File: src/rtl/posit_add_arbiter_pkg.sv
// posit_add_arbiter_pkg: shared widths and the tag type for the posit adder arbiter
package posit_add_arbiter_pkg;
    localparam int NBITS       = 32;
    localparam int ARB_NREQ    = 4;
    localparam int ARB_LATENCY = 4;
    localparam int ARB_IDW     = $clog2(ARB_NREQ);

    typedef struct packed {
        logic               valid;
        logic [ARB_IDW-1:0] id;
    } arb_tag_t;
endpackage

File: src/rtl/posit_add_arbiter_rr_grant.sv
// posit_add_arbiter_rr_grant: combinational round-robin priority encoder starting at ptr
module posit_add_arbiter_rr_grant
    import posit_add_arbiter_pkg::*;
#(
    parameter int NREQ = ARB_NREQ,
    parameter int IDW  = $clog2(ARB_NREQ)
) (
    input  logic [NREQ-1:0] req,
    input  logic [IDW-1:0]  ptr,
    output logic [NREQ-1:0] gnt,
    output logic [IDW-1:0]  idx,
    output logic            any
);
    int w_j;

    // scan from the farthest candidate back to ptr so the nearest requester wins
    always_comb begin
        w_j = 0;
        idx = '0;
        any = 1'b0;
        for (int k = NREQ - 1; k >= 0; k--) begin
            w_j = (int'(ptr) + k) % NREQ;
            if (req[IDW'(w_j)]) begin
                idx = IDW'(w_j);
                any = 1'b1;
            end
        end
        gnt = any ? NREQ'(1) << idx : '0;
    end
endmodule

File: src/rtl/posit_add_arbiter.sv
// posit_add_arbiter: round-robin share of one pipelined posit adder with ID-tagged responses
module posit_add_arbiter
    import posit_add_arbiter_pkg::*;
#(
    parameter int NREQ    = ARB_NREQ,
    parameter int LATENCY = ARB_LATENCY,
    localparam int IDW    = $clog2(NREQ)
) (
    input  logic                  clk,
    input  logic                  reset,
    input  logic                  hold,
    input  logic [NREQ-1:0]       req_valid,
    output logic [NREQ-1:0]       req_ready,
    input  logic [NREQ*NBITS-1:0] req_a,
    input  logic [NREQ*NBITS-1:0] req_b,
    output logic                  add_in_valid,
    output logic [NBITS-1:0]      add_in_a,
    output logic [NBITS-1:0]      add_in_b,
    input  logic [NBITS-1:0]      add_out_result,
    output logic                  resp_valid,
    output logic [IDW-1:0]        resp_id,
    output logic [NBITS-1:0]      resp_data,
    output logic                  busy
);
    logic [NREQ-1:0]  w_req;
    logic [NREQ-1:0]  w_gnt;
    logic [IDW-1:0]   w_idx;
    logic             w_any;
    logic [IDW-1:0]   r_ptr;
    logic             r_iss_v;
    logic [IDW-1:0]   r_iss_id;
    logic [NBITS-1:0] r_a;
    logic [NBITS-1:0] r_b;
    logic [LATENCY-1:0] r_dv;
    logic [IDW-1:0]   r_did [LATENCY];
    logic             r_resp_v;
    logic [IDW-1:0]   r_resp_id;
    logic [NBITS-1:0] r_resp_data;

    assign w_req = (reset || hold) ? '0 : req_valid;

    posit_add_arbiter_rr_grant #(.NREQ(NREQ), .IDW(IDW)) u_grant (
        .req(w_req),
        .ptr(r_ptr),
        .gnt(w_gnt),
        .idx(w_idx),
        .any(w_any)
    );

    assign req_ready    = w_gnt;
    assign add_in_valid = r_iss_v;
    assign add_in_a     = r_a;
    assign add_in_b     = r_b;
    assign resp_valid   = r_resp_v;
    assign resp_id      = r_resp_id;
    assign resp_data    = r_resp_data;
    assign busy         = r_iss_v | (|r_dv) | r_resp_v;

    // pointer moves just past the requester that was served
    always_ff @(posedge clk) begin
        if (reset)
            r_ptr <= '0;
        else if (w_any)
            r_ptr <= (int'(w_idx) == NREQ - 1) ? '0 : w_idx + 1'b1;
    end

    // issue stage captures the granted operand pair; operands hold when idle
    always_ff @(posedge clk) begin
        if (reset) begin
            r_iss_v  <= 1'b0;
            r_iss_id <= '0;
            r_a      <= '0;
            r_b      <= '0;
        end else begin
            r_iss_v <= w_any;
            if (w_any) begin
                r_iss_id <= w_idx;
                r_a      <= req_a[w_idx*NBITS +: NBITS];
                r_b      <= req_b[w_idx*NBITS +: NBITS];
            end
        end
    end

    // tag delay line tracks the adder pipeline so the tag exits with its sum
    always_ff @(posedge clk) begin
        if (reset) begin
            r_dv <= '0;
            for (int k = 0; k < LATENCY; k++)
                r_did[k] <= '0;
        end else begin
            r_dv[0]  <= r_iss_v;
            r_did[0] <= r_iss_id;
            for (int k = 1; k < LATENCY; k++) begin
                r_dv[k]  <= r_dv[k-1];
                r_did[k] <= r_did[k-1];
            end
        end
    end

    // response stage registers the sum and owner when a tag exits
    always_ff @(posedge clk) begin
        if (reset) begin
            r_resp_v    <= 1'b0;
            r_resp_id   <= '0;
            r_resp_data <= '0;
        end else begin
            r_resp_v <= r_dv[LATENCY-1];
            if (r_dv[LATENCY-1]) begin
                r_resp_id   <= r_did[LATENCY-1];
                r_resp_data <= add_out_result;
            end
        end
    end
endmodule

File: config.mk
export PLATFORM = sky130hd
export DESIGN_NAME = posit_add_arbiter
export DESIGN_NICKNAME = d
export VERILOG_FILES = /design/src/rtl/posit_add_arbiter_pkg.sv /design/src/rtl/posit_add_arbiter_rr_grant.sv /design/src/rtl/posit_add_arbiter.sv
export SDC_FILE = /design/constraint.sdc
export NUM_CORES = 1
export LEC_CHECK = 0
export BUFFER_PORTS_ARGS = -buffer_cell sky130_fd_sc_hd__buf_4
export CAP_MARGIN = 20
export CORE_AREA = 2 2 157 159
export CTS_CLUSTER_SIZE = 25
export DETAILED_ROUTE_END_ITERATION = 7
export DIE_AREA = 0 0 159 161
export GPL_ROUTABILITY_DRIVEN = 0
export SETUP_SLACK_MARGIN = 0.15
export SLEW_MARGIN = 40
export SYNTH_ARGS = -nofsm -noshare
export SYNTH_HDL_FRONTEND = slang
export SYNTH_SLANG_ARGS = --single-unit
File: constraint.sdc
create_clock -name clk -period 3.74 [get_ports clk]
set_clock_uncertainty 0.2 [all_clocks]
set_input_delay 0.374 -clock clk [delete_from_list [all_inputs] [get_ports clk]]
set_output_delay 0.374 -clock clk [all_outputs]
set_load 0.05 [all_outputs]
== Yosys cells after proc, flatten, opt, wreduce, memory -nomap -nowiden ==
Memory sizes are Yosys's and may differ from the RTL's. A register that Yosys moved wholly into a read port is not among the register bits.
Cells that the tools add are included.
Cells by class
  add/subtract/negate cells: 4
  $mul: 0
  divide/modulo/power cells: 0
  order comparisons: 4
  equality and inequality tests: 1
  shift-type cells: 3
  muxes and demuxes: 30
  bitwise gates (word level): 6
  reduce and logical (&&, ||, !) cells: 2
Operators with widths (count)
  $shiftx 128x8->32: 2
  $mux 2: 9
  $lt 2x4->1 const B: 4
  $mux 1: 15
  $bmux 1 s2: 4
  $mux 4: 2
  $or 1x1->1: 6
  $add 2x1->2 const B: 2
  $add 2x2->2 const B: 2
  $reduce_or 4->1: 1
  $shl 1x2->4 const A: 1
  $eq 2x1->1 const B: 1
  $logic_or 1x1->1: 1
Word-level totals
  register bits: 106
  latch bits: 0
  RAM bits: 8
  bits in read-only memories: 0
  input port bits: 295
  output and inout port bits: 105
  word-level logic and storage cells: 59
  memories: 1
Memories
  r_did: words 4, width 2, rd ports 4, clocked after memory_dff 1, wr ports 4, line posit_add_arbiter.sv:35  | logic [IDW-1:0] r_did [LATENCY];

== Logic depth before layout (Yosys ltp) ==
Gate-level depths: netlist of the first run.
  depth after elaboration: 11
  gate-level depth with buffers: 10
  depth with buffers taken out: 7

== Cells and area by module ==
Synthesis of the first run repeated with hierarchy kept, for this count alone.
Second synthesis, totals
  cell total of the unflattened synthesis: 561
  area, all modules: 6307.3 µm²
Modules (own cells, without submodules)
  posit_add_arbiter: times used 1, cells each 528, area an instance 6095.8 µm², sequential area each 2322.2 µm²
  posit_add_arbiter_rr_grant: times used 1, cells each 33, area an instance 211.5 µm², sequential area each 0.0 µm²

== Worst setup path after synthesis of the first run ==
No wires, ideal clock.
  path type: in2out
  start point: input port reset
  end point: output port req_ready[0]
  arrival time: 2445 ps
  data required time: 3166 ps
  setup slack: 721 ps
  cell stages on the path: 8
  path buffers: 3
  cell sequence: buf_6 > or3b_1 > mux4_2 > buf_6 > nand3_4 > inv_2 > buf_2 > nor2_1
Between the ends
  cells in the longest elaborated chain, start to end: 11
  elaborated cells on any way between the ends: 24
  those cells by class: shift (1); mux (22); reduce/logical (1)
RTL lines
  start, declared: line posit_add_arbiter.sv:10  | input logic reset,
  $logic_or 1x1->1 (*): line posit_add_arbiter.sv:40  | assign w_req = (reset || hold) ? '0 : req_valid;
  $mux 4 (*): line posit_add_arbiter.sv:40
  $bmux 1 s2: line posit_add_arbiter_rr_grant.sv:23  | if (req[IDW'(w_j)]) begin
  $mux 1 (implied by the code) (2 in a row): line posit_add_arbiter_rr_grant.sv:23
  $mux 2 (4 in a row): line posit_add_arbiter_rr_grant.sv:23
  $shl 1x2->4: line posit_add_arbiter_rr_grant.sv:28  | gnt = any ? NREQ'(1) << idx : '0;
  $mux 4 (*): line posit_add_arbiter_rr_grant.sv:28
  end, declared: line posit_add_arbiter.sv:13  | output logic [NREQ-1:0] req_ready,
Every way passes the cells marked *; elsewhere a longest branch is shown, timed or not. The select of a mux whose other input is x is not followed.

== Final worst setup path of the first run ==
  start point: input port reset
  end point: output port req_ready[3]
The elaborated chain is that of the path after synthesis.

==> results of run 1 <==
-- worst max path at each step --
stage	slack [ps]	cells after the start	to	start
detailed placement	570	8	req_ready[3]	reset
finish	580	8	req_ready[3]	reset
global route	440	6	req_ready[3]	r_ptr[0]$_SDFFE_PP0P_
global placement	590	8	req_ready[3]	reset
floorplan	720	8	req_ready[0]	reset
CTS	560	6	req_ready[3]	r_ptr[0]$_SDFFE_PP0P_
-- final cells by class --
class | instances | area (um^2)
clock inverters | 15 | 217.7
well taps | 324 | 405.4
repair buffers | 441 | 3446
clock buffers | 17 | 425.4
inverters | 5 | 18.77
multi-input cells | 486 | 3785
fillers | 2364 | 13340
flip-flops and latches | 116 | 2323
diodes | 2 | 5.005
-- metrics by stage --
stage          setup WS, ps  utilization, %  instance area [um^2]  hold slack (ps)
4_1_cts               558.0           44.31                 10620           0.7022
3_3_place_gp          591.4           40.52                  9711            217.5
6_report              578.3           44.35                 10630            19.26
2_1_floorplan         721.4               -                  6535            213.8
5_1_grt               437.6           44.35                 10630            10.14
3_5_place_dp          574.2           40.54                  9714            222.0
-- sequential cells by signal (all words and copies together), names as in the netlist --
| name | count |
|---|---|
| resp_valid | 1 |
| resp_data | 32 |
| resp_id | 2 |
| add_in_a | 32 |
| r_ptr | 2 |
| add_in_b | 32 |
| r_did | 8 |
| r_dv | 4 |
| r_iss_id | 2 |
| add_in_valid | 1 |
-- report_power, final --
| group | leakage, uW | switching, uW | internal, uW |
|---|---|---|---|
| registers | 0.000950 | 46.6 | 1310 |
| clock network | 0.000317 | 677 | 1140 |
| logic | 0.00311 | 607 | 471 |
| total | 0.00438 | 1330 | 2920 |
-- layer usage --
layer  up-vias  wire length [um]
li1       3510                 -
met2       367             13310
met3        49              2345
met5         -                16
met1      3569             11630
met4         2               838
-- critical path, delay by kind of cell --
| kind | cells | cell delay, ps |
|---|---|---|
| and+or+nand+nor | 3 | 750 |
| buffers and inverters | 3 | 540 |
| adders and majority gates | 1 | 240 |
| muxes | 1 | 670 |
-- what timing repair did --
action / in CTS / in global routing
resized for setup: 0 / 0
hold endpoints to repair: 26 / 0
buffers inserted: 0 / 0
hold buffers: 26 / 0
-- layout by cell type (no fill, tap or decap), types with 5 or more instances in the layout --
master	n
sky130_fd_sc_hd__mux2_2	16
sky130_fd_sc_hd__inv_6	5
sky130_fd_sc_hd__nand4_1	17
sky130_fd_sc_hd__mux2i_1	34
sky130_fd_sc_hd__dlygate4sd3_1	26
sky130_fd_sc_hd__a21oi_1	19
sky130_fd_sc_hd__o31a_1	94
sky130_fd_sc_hd__a221o_1	17
sky130_fd_sc_hd__buf_12	5
sky130_fd_sc_hd__nor2_1	40
sky130_fd_sc_hd__o31ai_1	64
sky130_fd_sc_hd__a211oi_1	95
sky130_fd_sc_hd__buf_4	408
sky130_fd_sc_hd__nand3b_1	47
sky130_fd_sc_hd__clkbuf_16	17
sky130_fd_sc_hd__dfxtp_1	115
sky130_fd_sc_hd__nor2b_1	14
-- cell families after synthesis --
group | count (synthesis) | synth area share, %
buf+inv | 97 | 7.122
fa+ha+maj | 1 | 0.1914
simple gates | 136 | 12.54
mux | 53 | 8.826
compound gates | 296 | 35.78
flops | 116 | 35.54
==> results.md, run 1 <==
• outcome: completed
• kind of capture point of the worst setup path: output port
• max-slew violation count: 0
• RSZ-0062 raised after global routing: false
• mean area per synthesized cell: 9.349 um^2
• Worst Max-Slew Pin Slew: 777.9 ps
• reg-to-reg critical path endpoint: add_in_a[31]$_SDFFE_PP0P_
• number of register bits inferred by synthesis: 116
• count leader, synth: sky130_fd_sc_hd__dfxtp_1
• average detailed-routed wire length per instance: 20.01 um
• global router's overall resource usage: 21.09%
• Pwr Density: 399.9 nW/um^2
• Synth Cell Area: 6535 um^2
• maximum cell stage delay along the critical path: 670 ps
• Std-Cell Rows: 57
• CP required: 3170 ps
• static leakage: 0.004381 uW
• buffer type at the clock tree root: sky130_fd_sc_hd__clkbuf_16
• DRT iter0 DRCs: 494
• fraction of registers with async set or reset after synthesis: 0%
• Tcrit/Tclk final: 84.54%
• met3 demand-to-capacity share in global routing: 6.908%
• relative slew slack: 48.14%
• leading cell types by total area after synthesis: sky130_fd_sc_hd__dfxtp_1, sky130_fd_sc_hd__o31a_1, sky130_fd_sc_hd__a211oi_1, sky130_fd_sc_hd__o31ai_1, sky130_fd_sc_hd__nand3b_1
• count of endpoints failing hold in the final timing report: 0
• met2 Resource Use GR: 34.21%
• setup tns final: 0 ps
• fin nets: 1,363
• top cells by instance count after synthesis: sky130_fd_sc_hd__dfxtp_1, sky130_fd_sc_hd__a211oi_1, sky130_fd_sc_hd__o31a_1, sky130_fd_sc_hd__o31ai_1, sky130_fd_sc_hd__clkbuf_1
• most common flop cell mapped by yosys: sky130_fd_sc_hd__dfxtp_1
• router iterations before antenna repair: 5
• Worst path slowest cell: sky130_fd_sc_hd__mux4_2
• Yosys warning total: 0
• routed wire length: 28,140 um
• initial antenna violation count: 4
• IR drop worst, VDD: 0.2452 mV
• TritonCTS clock tree: done
• unique cell type count in the Yosys netlist: 39
• number of vias per cell: 5.332
• routing layer with the top usage in global route: met2
• post-CTS clock slew at the launch and capture registers of the worst setup and hold paths: 60 ps
• starting density of the core: 27.27%
• Clock H-tree levels: 4
• vias after detailed routing: 7,497
• final total power: 4249 uW
• first-pass GRT wire length: 43,150 um
• placed wire-length estimate: 19,080 um
• hold path cells: 3
• Remaining DRCs: 0
• Post-synth EDFFs: 0
• final setup fails: 0
• Period minus WS final: 3162 ps
• Worst Reg2Reg Path Length in Cells: 5
• post-synth top area cell: sky130_fd_sc_hd__dfxtp_1
• maximum net fanout on the critical path: 18
• cell occurring most often along the worst timing path: sky130_fd_sc_hd__buf_4
• CTS Buffer Depth: 2
• worst min-delay path category: input port to flip-flop
• Post-DRT Antenna Nets: 0
• max frequency: 316.3 MHz
• Synth Instances: 699
• reg-to-reg slack, setup: 1040 ps
• number of non-filler instances in the completed layout: 1,406
• Layout Area Growth over Synthesis: 62.61%
• worst min-delay path endpoint: resp_data[19]$_SDFFE_PP0P_
• number of buffers added on ports: 399
• M1 GR Usage: 26.06%
• floorplan core area: 23,960 um^2
• via count of the first global-routing pass: 7,536
• critical path type: input port to output port
• arrival time of data at the critical path endpoint: 2590 ps
• worst-path cell chain: buf_4, or3b_1, mux4_2, nand3_4, inv_2, ha_1, and2_1, buf_4
• GR Overflow Total: 0
• layout cell share with drive strength beyond 1: 43.98%
• kind of launch point of the worst setup path: input port
• synthesized netlist net count: 995
• beginning of the worst hold path: add_out_result[19]
• maximum capacitance violations: 0
• sequential share of the synthesized area: 35.54%
• Horiz. Die Dim: 159 um
• number of buffers created by CTS: 17
• Die Height: 161 um
• Die Area: 25,600 um^2
• clock sinks: 116
• share of the synthesized area in the top cell type: 35.54%
• maximum number of pins on one net before global-route repair: 99
• reg-to-reg critical path startpoint: r_ptr[0]$_SDFFE_PP0P_
• cell total after placement: 1,346
• top-level port count: 400
• Clk Latency, worst-skew pair: 400 ps
Note: power is estimated with default switching activity, not from simulation.
==> inputs of run 2 (changes only) <==
--- a/config.mk
+++ b/config.mk
@@ -7,10 +7,10 @@
 export LEC_CHECK = 0
 export BUFFER_PORTS_ARGS = -buffer_cell sky130_fd_sc_hd__buf_4
 export CAP_MARGIN = 20
-export CORE_AREA = 2 2 157 159
+export CORE_AREA = 2 2 153 155
 export CTS_CLUSTER_SIZE = 25
 export DETAILED_ROUTE_END_ITERATION = 7
-export DIE_AREA = 0 0 159 161
+export DIE_AREA = 0 0 155 157
 export GPL_ROUTABILITY_DRIVEN = 0
 export SETUP_SLACK_MARGIN = 0.15
 export SLEW_MARGIN = 40
==> constraint.sdc (replaced) <==
create_clock -name clk -period 3 [get_ports clk]
set_clock_uncertainty 0.2 [all_clocks]
set_input_delay 0.3 -clock clk [delete_from_list [all_inputs] [get_ports clk]]
set_output_delay 0.3 -clock clk [all_outputs]
set_load 0.05 [all_outputs]
==> run 2 against run 1 <==
Via count down 1.1%. Clock power grew 22%. Power up 24%. Register-to-register slack lost 580 ps. Sequential share of layout area decreased by 0.30 points.
==> results.md, run 2 (synthesis gave the netlist of run 1 again) <==
• CTS Buffer Depth: 2, unchanged
• Worst path slowest cell: sky130_fd_sc_hd__mux4_2
• relative slew slack: 48.59%, +0.45 points
• average detailed-routed wire length per instance: 20.26 um, +1.2%
• number of buffers created by CTS: 17, unchanged
• clock sinks: 116, unchanged
• TritonCTS clock tree: done
• critical path's top delay family: multiplexers
• Layout fillers: 2,187, -7.5%
• Period minus WS final: 2735 ps
• via count of the first global-routing pass: 7,598, +0.82%
• M1 GR Usage: 27.73%, +1.7 points
• critical path type: flip-flop to output port
• number of inserted diodes: 0, -2
• kind of launch point of the worst setup path: flip-flop
• DRT iter0 DRCs: 463, -6.3%
• IR drop worst, VDD: 0.2837 mV, +16%
• routed wire length: 28,100 um, -0.15%
• beginning of the worst hold path: req_b[108]
• maximum number of pins on one net before global-route repair: 99, unchanged
• maximum net fanout on the critical path: 10, -8
• initial antenna violation count: 0, -4
• fin nets: 1,385, +1.6%
• placed wire-length estimate: 19,490 um, +2.2%
• Tcrit/Tclk final: 91.15%
• Worst Max-Slew Pin Slew: 771.2 ps, -6.759 ps
• post-route cell area: 10,780 um^2, +1.4%
• router iterations before antenna repair: 4, -1
• GR Overflow Total: 0, unchanged
• worst min-delay path category: input port to flip-flop
• Horiz. Die Dim: 155 um, -2.5%
• outcome: completed
• setup tns final: 0 ps, unchanged
• max frequency: 365.7 MHz
• Setup crit start: r_ptr[0]$_SDFFE_PP0P_
• met2 Resource Use GR: 36.53%, +2.3 points
• count of endpoints failing hold in the final timing report: 0, unchanged
• number of vias per cell: 5.345, +0.23%
• floorplan core area: 22,500 um^2, -6.1%
• final setup fails: 0, unchanged
• CP bufs+invs: 2, -1
• Clock H-tree levels: 4, unchanged
• global router's overall resource usage: 22.23%, +1.1 points
• starting density of the core: 29.04%, +1.8 points
• placed inst area: 9743 um^2, +0.30%
• Die Height: 157 um, -2.5%
• Post-DRT Antenna Nets: 0, unchanged
• maximum cell stage delay along the critical path: 560 ps, -110 ps
• worst-path cell chain: mux4_2, nand3_4, inv_2, ha_1, and2_1, buf_4
• post-CTS clock slew at the launch and capture registers of the worst setup and hold paths: 60 ps, about the same
• max-slew violation count: 0, unchanged
• CP required: 2500 ps, -670 ps
• most frequent standard cell in the layout excluding fill and tap cells: sky130_fd_sc_hd__buf_4
• vias after detailed routing: 7,413, -1.1%
• reg-to-reg critical path startpoint: r_ptr[1]$_SDFFE_PP0P_
• routing layer with the top usage in global route: met2
• Remaining DRCs: 0, unchanged
• buffer type at the clock tree root: sky130_fd_sc_hd__clkbuf_16
• first-pass GRT wire length: 42,480 um, -1.6%
• Die Area: 24,340 um^2, -4.9%
• static leakage: 0.004479 uW, +2.2%
• maximum capacitance violations: 0, unchanged
• Layout Area Growth over Synthesis: 64.96%
• Pwr Density: 489.0 nW/um^2, +22%
• Clk Latency, worst-skew pair: 410 ps, about the same
• met3 demand-to-capacity share in global routing: 5.231%, -1.7 points
• top library cells by usage in the layout, fill and taps aside: sky130_fd_sc_hd__buf_4, sky130_fd_sc_hd__dfxtp_1, sky130_fd_sc_hd__a211oi_1, sky130_fd_sc_hd__o31a_1, sky130_fd_sc_hd__o31ai_1
• number of buffers added on ports: 399, unchanged
• kind of capture point of the worst setup path: output port
• top-level port count: 400, unchanged
• arrival time of data at the critical path endpoint: 2230 ps, -360 ps
• RSZ-0062 raised after global routing: false
• layout cell share with drive strength beyond 1: 44.28%, +0.30 points
• Std-Cell Rows: 55, -3.5%
run 2: cell count changes in the layout (fill, tap and decap cells not counted), sizes merged:
cell	delta
diode	-2
buf	+11
clkbuf	+4
dlygate4sd3	+10
clkinv	-1
inv	-5
bufbuf	+1
clkinvlp	+2
run 2: metrics by stage:
stage               util, %  setup WS (ps)  std cells  power [uW]  hold slack, ps
floorplan                 -          220.7        699        2456           213.8
global placement      43.28          323.7       1317        3038           217.3
detailed placement    43.30          285.1       1317        3042           220.4
CTS                   47.89          218.3       1387        5337          0.4077
global route          47.91          151.1       1387        5501           16.62
finish                47.91          265.4       1387        5271           18.21
run 2: worst paths after layout:
check | to | slack, ps | cells past startpoint
min | add_in_b[12]$_SDFFE_PP0P_ | 20 | 3
max | req_ready[3] | 270 | 6
max reg2reg | add_in_b[24]$_SDFFE_PP0P_ | 460 | 8
min reg2reg | r_did[3][0]$_SDFF_PP0_ | 230 | 1
run 2: power by group:
group / internal (uW) / switching [uW]
clock: 1440 / 767
sequential: 1630 / 54.8
combinational: 609 / 766
run 2: worst reg2reg max path: cells and delay by family (launching register included):
kind | cells | cell delay [ps]
AO/OA/AOI/OAI | 3 | 920
AND/OR/NAND/NOR | 2 | 220
buffers and inverters | 3 | 590
flip-flops | 1 | 470
run 2: metal layers:
layer | part of all wire, % | vias up
met5 | 0 | -
met4 | 3.6 | 0
met3 | 6.6 | 59
met2 | 47 | 312
met1 | 42 | 3489
li1 | - | 3553
run 2: layout make-up:
class                   count  area [um^2]  area share [%]
inverters                   5        18.77          0.1741
flip-flops and latches    116         2325           21.56
well taps                 285        356.6           3.308
multi-input cells         486         3791           35.17
clock inverters            11        171.4           1.590
repair buffers            463         3657           33.93
clock buffers              21        460.4           4.271
run 2: timing repair:
action / in CTS / in global routing
setup endpoints to repair: 3 / 1
cloned: 1 / 0
gates resized for setup: 1 / 1
endpoints found under the hold margin: 36 / 0
pin swaps: 1 / 0
buffers inserted: 1 / 0
hold buffers: 36 / 0
==> inputs of run 3 (changes only) <==
--- a/config.mk
+++ b/config.mk
@@ -12,6 +12,7 @@
 export DETAILED_ROUTE_END_ITERATION = 7
 export DIE_AREA = 0 0 155 157
 export GPL_ROUTABILITY_DRIVEN = 0
+export HOLD_SLACK_MARGIN = 0.15
 export SETUP_SLACK_MARGIN = 0.15
 export SLEW_MARGIN = 40
 export SYNTH_ARGS = -nofsm -noshare
==> run 3 against run 2 <==
Non-clock buffer count grew 212. Final area grew 20%. Maximum frequency shrank 0.70%. Sequential share of layout area shrank 3.6 points. Critical path type is now flip-flop to flip-flop. Largest power group unchanged.
==> results.md, run 3 (synthesis gave the netlist of run 1 again) <==
• IR drop worst, VDD: 0.2848 mV, +0.40%
• average detailed-routed wire length per instance: 19.78 um, -2.4%
• fin nets: 1,597, +15%
• vias after detailed routing: 8,603, +16%
• outcome: completed
• Die Height: 157 um, unchanged
• arrival time of data at the critical path endpoint: 2850 ps, +620 ps
• number of logic stages on the critical path including buffering: 6, unchanged
• Die Area: 24,340 um^2, unchanged
• max frequency: 363.1 MHz, -0.70%
• critical path type: flip-flop to flip-flop
• Post-DRT Antenna Nets: 0, unchanged
• maximum cell stage delay along the critical path: 560 ps, about the same
• first-pass GRT wire length: 47,550 um, +12%
• post-route cell area: 12,930 um^2, +20%
• kind of capture point of the worst setup path: flip-flop
• maximum number of pins on one net before global-route repair: 99, unchanged
• static leakage: 0.005485 uW, +22%
• TritonCTS clock tree: done
• post-route core utilization: 57.46%, +9.6 points
• GR Overflow Total: 0, unchanged
• relative slew slack: 48.57%, about the same
• Horiz. Die Dim: 155 um, unchanged
• beginning of the worst hold path: req_b[6]
• reg-to-reg slack, setup: 250 ps, -210 ps
• kind of launch point of the worst setup path: flip-flop
• top-level port count: 400, unchanged
• Layout Area Growth over Synthesis: 97.86%
• worst min-delay path category: input port to flip-flop
• Period minus WS final: 2754 ps, +19.22 ps
• hold path cells: 4, +1
• top library cells by usage in the layout, fill and taps aside: sky130_fd_sc_hd__buf_4, sky130_fd_sc_hd__dlygate4sd3_1, sky130_fd_sc_hd__dfxtp_1, sky130_fd_sc_hd__a211oi_1, sky130_fd_sc_hd__o31a_1
• most frequent standard cell in the layout excluding fill and tap cells: sky130_fd_sc_hd__buf_4
• cell total after placement: 1,317, unchanged
• placed inst area: 9743 um^2, unchanged
• maximum capacitance violations: 0, unchanged
• CTS Buffer Depth: 2, unchanged
• CP required: 3100 ps, +600 ps
• worst-path cell chain: mux4_2, nand3_4, buf_12, mux2_2, dlygate4sd3_1, a221o_1
• Worst path slowest cell: sky130_fd_sc_hd__dlygate4sd3_1
• reg-to-reg critical path endpoint: add_in_b[23]$_SDFFE_PP0P_
• number of vias per cell: 5.374, +0.54%
• via count of the first global-routing pass: 8,866, +17%
• initial antenna violation count: 1, +1
• Pwr Density: 427.1 nW/um^2, -13%
• number of non-filler instances in the completed layout: 1,601, +15%
• Clock H-tree levels: 4, unchanged
• post-CTS clock slew at the launch and capture registers of the worst setup and hold paths: 60 ps, about the same
• routed wire length: 31,670 um, +13%
• clock sinks: 116, unchanged
• placed wire-length estimate: 19,490 um, unchanged
• DRT iter0 DRCs: 607, +31%
• final setup fails: 0, unchanged
• Std-Cell Rows: 55, unchanged
• worst min-delay path endpoint: add_in_b[6]$_SDFFE_PP0P_
• RSZ-0062 raised after global routing: false
• Remaining DRCs: 0, unchanged
• maximum net fanout on the critical path: 17, +7
• Worst Reg2Reg Path Length in Cells: 6, -2
• number of buffers added on ports: 399, unchanged
• max-slew violation count: 0, unchanged
• buffer type at the clock tree root: sky130_fd_sc_hd__clkbuf_16
• starting density of the core: 29.04%, unchanged
• Clk Latency, worst-skew pair: 410 ps, about the same
• Tcrit/Tclk final: 91.79%, +0.64 points
• worst-case hold slack: 163.0 ps, +144.8 ps
• router iterations before antenna repair: 5, +1
• layout cell share with drive strength beyond 1: 37.44%, -6.8 points
• floorplan core area: 22,500 um^2, unchanged
• CP bufs+invs: 2, unchanged
• number of buffers created by CTS: 17, unchanged
• setup tns final: 0 ps, unchanged
• critical path's top delay family: multiplexers
• global router's overall resource usage: 24.72%, +2.5 points
• count of endpoints failing hold in the final timing report: 0, unchanged
• Worst Max-Slew Pin Slew: 771.4 ps, +0.2642 ps
• reg-to-reg critical path startpoint: r_ptr[0]$_SDFFE_PP0P_
[run 3: worst max path at each step]
stage / startpoint / end / slack, ps
final: r_ptr[0]$_SDFFE_PP0P_ / add_in_b[23]$_SDFFE_PP0P_ / 250
after global routing: r_ptr[0]$_SDFFE_PP0P_ / add_in_a[2]$_SDFFE_PP0P_ / 160
after CTS: r_ptr[1]$_SDFFE_PP0P_ / add_in_a[17]$_SDFFE_PP0P_ / 160
after detailed placement: reset / req_ready[3] / 290
after global placement: reset / req_ready[3] / 320
after floorplan: reset / req_ready[3] / 220
[run 3: layout make-up]
cell class	count	area, um^2
diodes	2	5.005
fillers	1945	9573
well taps	285	356.6
multi-input cells	486	3797
repair buffers	675	5792
clock inverters	11	171.4
inverters	5	18.77
flip-flops and latches	116	2328
clock buffers	21	460.4
[run 3: power by group]
part	switching [uW]	internal [uW]	total (uW)
Combinational	833	793	1630
Clock	767	1440	2210
Sequential	56.0	1630	1690
[run 3: routing by layer]
layer	share of wire [%]	track usage, %	up-vias
met5	0	0	-
met4	4.7	13.36	0
met3	6.3	4.873	107
met2	48	41.99	437
met1	41	29.47	4078
li1	-	-	3981
[run 3: worst register-to-register path, delay by kind of cell, from the launching register on]
| family | cells | cell delay (ps) |
|---|---|---|
| AOI/OAI and AO/OA | 1 | 290 |
| buffers and inverters | 2 | 730 |
| DFF | 1 | 370 |
| muxes | 2 | 910 |
| and+or+nand+nor | 1 | 130 |
[run 3: per-stage QoR]
stage	setup slack, ps	total power (uW)
global route	164.4	5750
detailed placement	285.1	3042
floorplan	220.7	2456
global placement	323.7	3038
CTS	162.6	5555
finish	246.2	5522
[run 3: repair_timing]
item	CTS	global route
endpoints found under the hold margin	96	0
gates resized for setup	1	8
pin swaps	1	3
hold buffers	245	0
cloned	1	1
buffers inserted	1	2
setup endpoints to repair	3	44
